<file path="src/rtl/keypad_scan_pkg.sv">
// Shared types and constants for the 4x4 keypad scanner.
package keypad_scan_pkg;

  localparam int unsigned ROWS = 4;
  localparam int unsigned COLS = 4;

  typedef enum logic [1:0] {
    ST_IDLE,
    ST_SETTLE,
    ST_SAMPLE,
    ST_UPDATE
  } scan_state_t;

  typedef struct packed {
    logic       press;
    logic [3:0] idx;
  } evt_code_t;

  // Active-low column drive pattern with only column c pulled low.
  function automatic logic [COLS-1:0] col_drive(input logic [1:0] c);
    return ~(COLS'(1) << c);
  endfunction

endpackage

</file>
<file path="src/rtl/keypad_evt_fifo.sv">
// Small event queue for key press/release codes; accepts push and pop together when full.
module keypad_evt_fifo
  import keypad_scan_pkg::*;
#(
  parameter int unsigned depth = 4
) (
  input  logic      clock,
  input  logic      reset,
  input  logic      push,
  input  evt_code_t push_data,
  input  logic      pop,
  output evt_code_t head,
  output logic      full,
  output logic      empty
);

  localparam int unsigned AW = (depth > 1) ? $clog2(depth) : 1;
  localparam int unsigned CW = AW + 1;

  evt_code_t     mem [depth];
  logic [AW-1:0] wr_ptr;
  logic [AW-1:0] rd_ptr;
  logic [CW-1:0] count;
  logic [CW-1:0] count_next_c;
  logic          do_pop_c;
  logic          do_push_c;

  // Accept decisions and next occupancy.
  always_comb begin
    do_pop_c     = pop && !empty;
    do_push_c    = push && (!full || do_pop_c);
    count_next_c = count;
    if (do_push_c && !do_pop_c) begin
      count_next_c = count + CW'(1);
    end else if (!do_push_c && do_pop_c) begin
      count_next_c = count - CW'(1);
    end
  end

  // Storage, pointers and registered full/empty flags.
  always_ff @(posedge clock) begin
    if (reset) begin
      wr_ptr <= '0;
      rd_ptr <= '0;
      count  <= '0;
      empty  <= 1'b1;
      full   <= 1'b0;
      for (int unsigned i = 0; i < depth; i++) begin
        mem[i] <= '0;
      end
    end else begin
      if (do_push_c) begin
        mem[wr_ptr] <= push_data;
        wr_ptr      <= wr_ptr + AW'(1);
      end
      if (do_pop_c) begin
        rd_ptr <= rd_ptr + AW'(1);
      end
      count <= count_next_c;
      empty <= (count_next_c == '0);
      full  <= (count_next_c == CW'(depth));
    end
  end

  assign head = mem[rd_ptr];

endmodule

</file>
<file path="src/rtl/keypad_scan_ctrl.sv">
// 4x4 keypad matrix scanner with per-key debounce and an event queue.
// Optional macro KEYPAD_SCAN_CTRL_RELEASE_EVT_EN: queue release events as well as presses.
module keypad_scan_ctrl
  import keypad_scan_pkg::*;
#(
  parameter int unsigned SettleCycles  = 4,
  parameter int unsigned DebounceScans = 3,
  parameter int unsigned FifoDepth     = 4
) (
  input  logic                 clock,
  input  logic                 reset,
  input  logic                 tick,
  input  logic [ROWS-1:0]      row_in,
  output logic [COLS-1:0]      col_out,
  output logic [ROWS*COLS-1:0] key_state,
  output logic                 evt_valid,
  input  logic                 evt_ready,
  output logic [4:0]           evt_code,
  output logic                 overflow
);

  localparam int unsigned KEYS = ROWS * COLS;
  localparam int unsigned DW   = 3;
  localparam int unsigned SW   = 4;

  scan_state_t   state;
  logic [1:0]    col_idx;
  logic [1:0]    row_idx;
  logic [SW-1:0] settle_cnt;
  logic [3:0]    row_cap;
  logic [3:0]    sync1;
  logic [3:0]    sync2;
  logic [DW-1:0] deb_cnt [KEYS];

  logic [3:0]    key_idx_c;
  logic          sample_c;
  logic          differ_c;
  logic [DW-1:0] cnt_inc_c;
  logic          toggle_c;
  logic          push_c;
  logic          pop_c;
  evt_code_t     push_data_c;
  evt_code_t     fifo_head;
  logic          fifo_full;
  logic          fifo_empty;

  // Two-flop synchronizer for the asynchronous row lines (idle high).
  always_ff @(posedge clock) begin
    if (reset) begin
      sync1 <= 4'hF;
      sync2 <= 4'hF;
    end else begin
      sync1 <= row_in;
      sync2 <= sync1;
    end
  end

  // Debounce decision for the key currently addressed in UPDATE.
  always_comb begin
    key_idx_c   = {col_idx, row_idx};
    sample_c    = row_cap[row_idx];
    differ_c    = (sample_c != key_state[key_idx_c]);
    cnt_inc_c   = deb_cnt[key_idx_c] + DW'(1);
    toggle_c    = (state == ST_UPDATE) && differ_c && (cnt_inc_c == DW'(DebounceScans));
`ifdef KEYPAD_SCAN_CTRL_RELEASE_EVT_EN
    push_c      = toggle_c;
`else
    push_c      = toggle_c && sample_c;
`endif
    push_data_c.press = sample_c;
    push_data_c.idx   = key_idx_c;
    pop_c       = evt_valid && evt_ready;
  end

  // Scan sequencer: settle each column, capture rows, then walk the four keys.
  always_ff @(posedge clock) begin
    if (reset) begin
      state      <= ST_IDLE;
      col_idx    <= 2'd0;
      row_idx    <= 2'd0;
      settle_cnt <= '0;
      row_cap    <= 4'h0;
      col_out    <= 4'hF;
      key_state  <= '0;
      for (int unsigned k = 0; k < KEYS; k++) begin
        deb_cnt[k] <= '0;
      end
    end else begin
      unique case (state)
        ST_IDLE: begin
          col_out <= 4'hF;
          if (tick) begin
            state      <= ST_SETTLE;
            col_idx    <= 2'd0;
            row_idx    <= 2'd0;
            settle_cnt <= '0;
            col_out    <= col_drive(2'd0);
          end
        end
        ST_SETTLE: begin
          if (settle_cnt == SW'(SettleCycles - 1)) begin
            state <= ST_SAMPLE;
          end else begin
            settle_cnt <= settle_cnt + SW'(1);
          end
        end
        ST_SAMPLE: begin
          row_cap <= ~sync2;
          row_idx <= 2'd0;
          state   <= ST_UPDATE;
        end
        ST_UPDATE: begin
          if (!differ_c) begin
            deb_cnt[key_idx_c] <= '0;
          end else if (toggle_c) begin
            deb_cnt[key_idx_c]   <= '0;
            key_state[key_idx_c] <= sample_c;
          end else begin
            deb_cnt[key_idx_c] <= cnt_inc_c;
          end
          row_idx <= row_idx + 2'd1;
          if (row_idx == 2'd3) begin
            if (col_idx == 2'd3) begin
              state   <= ST_IDLE;
              col_idx <= 2'd0;
              col_out <= 4'hF;
            end else begin
              state      <= ST_SETTLE;
              col_idx    <= col_idx + 2'd1;
              settle_cnt <= '0;
              col_out    <= col_drive(col_idx + 2'd1);
            end
          end
        end
        default: state <= ST_IDLE;
      endcase
    end
  end

  // Flag an event lost to a full queue that is not draining this cycle.
  always_ff @(posedge clock) begin
    if (reset) begin
      overflow <= 1'b0;
    end else begin
      overflow <= push_c && fifo_full && !pop_c;
    end
  end

  keypad_evt_fifo #(
    .depth(FifoDepth)
  ) u_evt_fifo (
    .clock    (clock),
    .reset    (reset),
    .push     (push_c),
    .push_data(push_data_c),
    .pop      (pop_c),
    .head     (fifo_head),
    .full     (fifo_full),
    .empty    (fifo_empty)
  );

  assign evt_valid = !fifo_empty;
  assign evt_code  = fifo_head;

endmodule

</file>
<file path="config.mk">
export PLATFORM = sky130hd
export DESIGN_NAME = keypad_scan_ctrl
export DESIGN_NICKNAME = d
export VERILOG_FILES = /design/src/rtl/keypad_scan_pkg.sv /design/src/rtl/keypad_evt_fifo.sv /design/src/rtl/keypad_scan_ctrl.sv
export SDC_FILE = /design/constraint.sdc
export NUM_CORES = 1
export LEC_CHECK = 0
export CAP_MARGIN = 25
export CORE_UTILIZATION = 64
export DETAILED_ROUTE_END_ITERATION = 16
export PLACE_DENSITY = 0.95
export SKIP_LAST_GASP = 1
export SYNTH_ARGS = -nofsm -noshare
export SYNTH_HDL_FRONTEND = slang
export SYNTH_SLANG_ARGS = --single-unit
export TNS_END_PERCENT = 1
</file>
<file path="constraint.sdc">
create_clock -name clock -period 7.8 [get_ports clock]
set_clock_uncertainty 0.1 [all_clocks]
set_input_delay 1.56 -clock clock [delete_from_list [all_inputs] [get_ports clock]]
set_output_delay 1.56 -clock clock [all_outputs]
set_load 0.02 [all_outputs]
</file>
==> results of run 1 <==
-- power by group through the flow --
stage | clock (mW) | combinational [mW] | sequential [mW]
2_1_floorplan | 0 | 0.226 | 0.757
3_3_place_gp | 0 | 0.275 | 0.764
3_5_place_dp | 0 | 0.292 | 0.769
4_1_cts | 0.792 | 0.302 | 0.756
5_1_grt | 0.822 | 0.330 | 0.762
6_report | 0.789 | 0.307 | 0.758
-- cells in the final DEF (no fill, tap or decap), types with 5 or more instances in the layout --
cell and instances:
nor2_1 94, edfxtp_1 68, dfxtp_1 54, clkdlybuf4s50_1 33, nand2_1 31, ha_1 22, nor3_1 20, mux2i_1 19
clkbuf_16 19, mux4_2 18, inv_1 15, and2_1 12, a31o_2 12, a21oi_1 12, or2_2 11, o21ai_0 11
nand3_1 7, a211oi_1 7, a21o_1 6, nor4_1 5, mux2_2 5, nor3b_1 5
-- per-stage QoR --
stage | hold WS (ns) | power (mW)
finish | 0.304 | 1.85
global route | 0.318 | 1.91
CTS | 0.308 | 1.85
detailed placement | 0.293 | 1.06
global placement | 0.294 | 1.04
floorplan | 0.289 | 0.982
-- critical path, stage by stage (launching register included) --
cell and delay (ns):
dfxtp_1 0.40, buf_4 0.37, mux4_1 0.66, mux4_2 0.54
ha_1 0.28, and3_1 0.22, mux2i_2 0.23, and2_1 0.69
nand3b_1 0.76, nor2_1 0.39
-- cell type report --
type,count,share of cell area [%]
inverter,16,0.883
tap,108,1.99
clock buffer,22,7.45
sequential,122,45.9
multi-input combinational,344,37.1
clock inverter,10,1.47
timing repair buffer,36,5.15
-- registers in the layout, summed over array words and instances, names as in the netlist, named ones only --
name               flops
row_cap                4
settle_cnt             4
u_evt_fifo.count       3
deb_cnt               48
u_evt_fifo.wr_ptr      2
state                  2
row_idx                2
overflow               1
col_out                4
col_idx                2
key_state             16
u_evt_fifo.mem        20
sync2                  4
u_evt_fifo.empty       1
sync1                  4
u_evt_fifo.full        1
u_evt_fifo.rd_ptr      2
-- metal layers --
layer | up-vias | GRT usage (%)
met5 | - | 0
met4 | 0 | 18.4
met3 | 70 | 8.38
met2 | 312 | 55.0
met1 | 2070 | 36.3
li1 | 1889 | -
-- path summary, 6_finish.rpt --
| check | end | slack, ns | depth (start not counted) |
|---|---|---|---|
| setup / recovery | deb_cnt[10][1] | 2.94 | 9 |
| hold / removal | sync2[3] | 0.30 | 1 |
| setup reg to reg | deb_cnt[10][1] | 2.94 | 9 |
| hold reg to reg | sync2[3] | 0.30 | 1 |
-- cell families (layout without fill, tap and decap cells) --
kind of cell             Yosys count  in the layout
flip-flops                       122            122
multiplexers                      50             50
XOR/XNOR                           7              7
AO/OA/AOI/OAI                     61             61
AND/OR/NAND/NOR                  204            204
buffers and inverters             55             84
adder cells (fa/ha/maj)           22             22
==> out/summary.md, run 1 <==
The run finished, with violations left. The final reports fail on design-rule violations. STA classifies the critical path startpoint as a register. The worst slew margin relative to its limit was 36.5%; the wire length on met3 was 1310 um. Max-cap violations in this run came to 0.

Setup repair after global routing left no endpoint under its margin. Sequential elements use 53.0% of the synthesized area. The logs give 22900 um for the global-route wire length before repair and 76 for the pin count of the biggest net entering global routing. For this run, asynchronously set or reset flops after synthesis account for 0%.

The floorplan step defined a core boundary enclosing 8810 um^2. The number of top-level design ports came out at 35. The count of cells in the finished layout, fillers not included, comes to 658. The tools report the post-place instance area as 6190 um^2. In this run, synthesis produced a sequential element count of 122. Summing every instance area after synthesis gives 5890 um^2. After detailed routing, the met2 layer carries 7440 um of wire. The detailed router put a total of 4920 um of wire on met1.

The setup TNS is 0 ns. For this run, design rule violations remaining after detail routing come to 3. Share of power burned in registers: 40.9%. The most area-hungry cell type in the Yosys netlist was edfxtp_1. In this run the remaining antenna-violating nets after routing total 0. The upper clock frequency limit came out at 206 MHz.

Uppermost signal routing layer after detailed routing: met4. OpenSTA, run right after detailed placement, puts the worst setup slack at 3.28 ns. The maximum buffer depth of the clock tree was 2. Across the whole layout, storage elements account for 3120 um^2. The standard-cell row count is 34.

The number of inserted filler cells in the final layout was 473. Clock tree synthesis inserted a total of 17 buffers. The number of inserted diodes was 0; the count of flip-flops with a built-in enable after synthesis was 68. The leading register cell type out of synthesis is edfxtp_1. Cells fill 77.2% of the core in the end. The tools report the depth of the CTS H-tree as 4. The clock slew at the register clock pins of the worst setup and hold paths is 0.06 ns, and the net switching power figure is 517 uW. The top cell type by area accounts for 34.7% of the synthesized area. The tools report the design area as 6800 um^2. The tools report the initial antenna violation count as 0.

The startpoint of the most critical setup path is row_idx[0]. For the routability congestion estimate, the log shows 0.906. In this run switching power makes up 27.9% of total power.

The number of global-route vias before repair was 4379. The vertical extent of the die works out to 97.9 um. STA classifies the critical path endpoint as a register. The number of placed instances, taps included, is 626. The min-delay analysis places its worst path in the category register to register. The vias per cell works out to 6.60.

From left edge to right edge, the die measures 97.9 um. The Yosys step of the flow raised 0 warnings. The post-CTS setup-driven buffer insertion count was 0; the synthesized area divided by synthesized cell count was 11.3 um^2. The most common cell in the netlist was nor2_1.

Compared with the post-synthesis result, the final layout area differs by 15.4%. STA puts the critical path data required time at 8.02 ns. Global routing consumed, over all layers together, 32.1% of the routing resources. The slew at the pin closest to its max-slew limit works out to 0.952 ns. The initial utilization of the core area, before any placement, comes to 66.9%.

The portion of total power attributed to combinational logic came out at 16.6%. After synthesis, the most frequently instantiated cells are nor2_1 (94), edfxtp_1 (68), dfxtp_1 (54), nand2_1 (31), ha_1 (22). Share of the cycle needed by the critical path after routing: 62.4%. The startpoint identified for the worst hold timing path is sync1[3].

The number of gates resized after CTS was 0. In the post-route analysis, the smallest setup slack over all paths is 2.94 ns. Summed over all cells, the static leakage comes to 2.42 nW. The maximum fanout count along the critical path was 24; the die area was 9590 um^2. After the first detailed-routing iteration, the DRC count stood at 466. The critical path is of the register to register type.

The aggregate global routing overflow was 0; the multi-input gate area in the final layout was 2520 um^2. The tools report the final count of negative-setup-slack endpoints as 0. TritonCTS built the clock tree.

Of the total power, the clock network draws 42.6%. The routed design has 14300 um of wire. Synthesis produced 521 cells. The count of port buffers added during placement works out to 34. STA puts the critical path data arrival time at 5.09 ns. At the later pin of the worst-skew pair, clock insertion delay measures 0.52 ns. The number of hold violations in the final report came out at 0. For the total vias in the final route, the log shows 4341. The root buffer cell was clkbuf_8.

The tools report the startpoint of the lowest-slack register-to-register path as row_idx[0]. Summing the areas of all and, or, nand and nor instances in the mapped netlist gives 16.1% of the synthesized area. The portion of synthesized area spent on multiplexers is 13.8%. The synthesized netlist devotes 7.24% of its cell area to compound gates. Adder-cell area share of the yosys netlist: 4.67%. At the end of the flow, the number of nets in the layout was 567. The count of distinct cell types in the synthesized netlist came out at 51.

The layout cell share with drive strength beyond 1 came out at 15.6%. The internal portion of total power was 1.34 mW; the number of sinks handled by clock tree synthesis was 122. In the post-synthesis netlist, the biggest area contributors are edfxtp_1 (35%), dfxtp_1 (18%), mux4_2 (6.9%). Number of hold-repair buffers added at the cts stage: 0.

Area share of xor/xnor cells in the synthesized design: 1.04%. The cell area power density was 273 nW/um^2; the routed length per instance was 21.8 um. Detailed placement finished with a half-perimeter wire length of 8910 um.

The peak supply drop came out at 0.199 mV. Total count of max-transition violations in the final report: 0. The minimum period implied by the final worst setup slack is 4.86 ns. The pre-antenna-repair detailed-routing pass consisted of 14 iterations. The main combinational cell family by area after synthesis is simple AND/OR/NAND/NOR gates. When the netlist entered floorplanning its net count stood at 551.
No activity file was read; power rests on OpenSTA's default activity.
==> inputs of run 2 (changes only) <==
Settings changed: CORE_UTILIZATION 64 to 54, PLACE_DENSITY 0.95 to 0.87.
Clock period 7.8 ns to 4.05 ns, I/O delays scaled along.
==> run 2 against run 1 <==
  * The flow now finishes without violations
  * Power increased by 88%
  * Sequential share of layout area decreased by 1.1 points
  * Combinational power grew 93%
  * Largest power group is now sequential cells
  * Highest routed layer unchanged
==> out/summary.md, run 2 (synthesis gave the netlist of run 1 again) <==
The count of cells along the worst hold path was 1. The path class of the tightest hold or removal check is register to register. The share of total power in the clock network was 41.4%. The H-tree was split into 4 levels.

After global routing, the most crowded layer is met2. The final count of negative-setup-slack endpoints is 0. The slew at the pin closest to its max-slew limit is 0.778 ns.

The switching portion of total power was 27.4%. Root buffer cell: clkbuf_8. At the end of the flow, the number of nets in the layout was 584.

For the met1 track utilization from global routing, the log shows 30.3%. STA classifies the critical path endpoint as a register. The clock slew at the register clock pins of the worst setup and hold paths works out to 0.06 ns.

Global routing used 43.4% of the available met2 tracks. The logs give 0 for the total count of max-transition violations in the final report and 122 for the number of sinks handled by clock tree synthesis. Setup repair after global routing left no endpoint under its margin.

Timing analysis after detailed placement gives a worst setup slack of 0.196 ns. Counting the fill cells in the layout gives 779. The run gives 262 MHz as the upper clock frequency limit.

In the layout the commonest cells are nor2_1 (94), edfxtp_1 (68), dfxtp_1 (53). The layout cell share with drive strength beyond 1 is 18.9%. The maximum fanout count along the critical path works out to 7. For this design the ratio of total power to cell area is 500 nW/um^2.

Counting I/O delays and the setup requirement, the final critical path takes 3.81 ns. After clock tree synthesis, the setup repair step added 0 buffers. The run gives 0 as the initial antenna violation count. The startpoint identified for the worst register-to-register timing path is row_idx[0].

Entering global routing, the biggest net connects 61 pins. The setup TNS came out at 0 ns. Measured against its own limit, the worst slew margin works out to 48.1%. The standard cell core area came out at 10500 um^2. Max-cap violations in this run came to 0.

The startpoint identified for the worst hold timing path is sync1[0]. The pre-antenna-repair detailed-routing pass consisted of 5 iterations. STA puts the critical path data required time at 4.17 ns.

In the final layout, the multi-input gates occupy 2530 um^2. Per report_power, the combinational group accounts for 16.9% of the total. The die covers 11300 um^2. The total vias in the final route was 4182.

The number of nets with antenna violations after routing was 0; the maximum buffer depth of the clock tree was 2. For the routability congestion estimate, the log shows 0.871. Number of global-route vias before repair: 4179.

Counting cells, the worst reg-to-reg path comes to 11. The logs give 13200 um for the post-detailed-routing wire length and 0.24 ns for the register-to-register path setup slack. The die span in x works out to 106 um. Global routing used 25.1% of the available tracks across all layers. In the final routed layout, each cell accounts on average for 18.8 um.

Across the VDD grid, the largest voltage drop is 0.294 mV. The worst path meets setup with 0.239 ns of slack. The internal portion of the total power is 2.53 mW. The vias per cell came out at 5.95. After layout, the design draws a total of 3.49 mW. For this run, design rule violations remaining after detail routing come to 0. Data on the critical path arrives at its endpoint at 3.93 ns.

The count of port buffers added during placement works out to 34. The die is 106 um tall. In this run the power spent charging and discharging nets is 957 uW. In the final layout, the registers with the most flip-flops are deb_cnt (48), u_evt_fifo.mem (20), key_state (16).

Detailed placement ended at an HPWL of 8870 um. The worst setup path is of the register to register kind. TritonCTS built the clock tree.

The register with the most flip-flops in the layout has 48 of them. In this run the count of I/O pins placed on the die edge is 35. The aggregate global routing overflow was 0. The repair_antennas step left the layout with diodes totalling 0. For hold timing, the worst endpoint is sync2[0]. The first global-routing pass estimated 21300 um of wire. The library cell used most frequently in the layout, excluding fill and tap cells, is nor2_1. The flow ran to the end, and the final reports show no timing, DRC or antenna violations. The relative area change from synthesis to final layout is 18.3%, and the met3 track demand over resource in global routing is 4.66%. Worst flop-to-flop path endpoint: u_evt_fifo.mem[1][2].

In this run, the number of DRC markers left after iteration 0 of detailed routing was 359. The number of hold violations in the final report was 0; the standard-cell row count was 37. In this run, CTS created clock tree buffers numbering 17.

The run gives 0.52 ns as the source-to-sink clock delay at the later pin of the worst-skew pair. The sequential cell area in the final layout is 3120 um^2. The register with the most flip-flops in the final layout is deb_cnt. In this run the static leakage power is 2.50 nW. The nature of the critical path startpoint was a register. Once the floorplan was initialized, standard cells occupied 56.3% of the core.

The share of the cycle needed by the critical path after routing is 94.1%, and the share of power burned in registers is 41.7%.
run 2: timing repair:
item,4_1_cts,5_1_grt
resized for setup,0,3
endpoints found under the hold margin,0,0
endpoints found under the setup margin,0,21
hold buffers,0,0
run 2: area by class of cell:
class | count | area share [%]
clock inverter | 12 | 1.60
timing repair buffer | 53 | 7.22
sequential | 122 | 44.8
multi-input combinational | 344 | 36.4
inverter | 16 | 0.862
tap | 136 | 2.44
clock buffer | 20 | 6.70
run 2: how the worst max path moves through the flow:
stage | startpoint | to | slack [ns] | depth (start not counted)
finish | row_idx[0] | u_evt_fifo.mem[1][2] | 0.24 | 11
floorplan | row_idx[0] | u_evt_fifo.mem[1][0] | 0.38 | 13
global route | row_idx[0] | u_evt_fifo.mem[1][4] | 0.05 | 11
CTS | row_idx[0] | u_evt_fifo.mem[1][2] | 0.16 | 11
global placement | row_idx[0] | u_evt_fifo.mem[1][3] | 0.34 | 11
detailed placement | row_idx[0] | u_evt_fifo.mem[1][2] | 0.20 | 11
run 2: per-stage QoR:
step	std cells	util [%]	area, um^2	hold WS [ns]
finish	703	66.6	6970	0.310
global route	703	66.6	6970	0.324
CTS	703	66.5	6960	0.310
detailed placement	671	61.0	6380	0.298
global placement	671	61.0	6380	0.292
floorplan	521	-	5890	0.289
run 2: routing by layer:
layer / up-vias / wire (um)
met5: - / 0
met4: 0 / 423
met3: 40 / 1010
met2: 215 / 6610
met1: 2004 / 5140
li1: 1923 / -
run 2: critical path: stages, from the launching register on:
cell	delay (ns)
dfxtp_2	0.42
buf_4	0.16
mux4_1	0.58
mux4_2	0.49
inv_1	0.10
ha_1	0.19
nor3b_1	0.25
mux2i_1	0.16
a21oi_2	0.30
nand3b_1	0.28
nor3b_2	0.28
or2_2	0.21
run 2: power groups by stage:
stage,combinational [mW],clock (mW),sequential (mW)
2_1_floorplan,0.434,0,1.46
3_3_place_gp,0.553,0,1.47
3_5_place_dp,0.577,0,1.48
4_1_cts,0.585,1.45,1.45
5_1_grt,0.647,1.50,1.46
6_report,0.591,1.44,1.45
==> inputs of run 3 (changes only) <==
Settings changed: SLEW_MARGIN from default to 20.
==> results of run 3 <==
Final layout, timing and power as in run 2 (identical DEF).
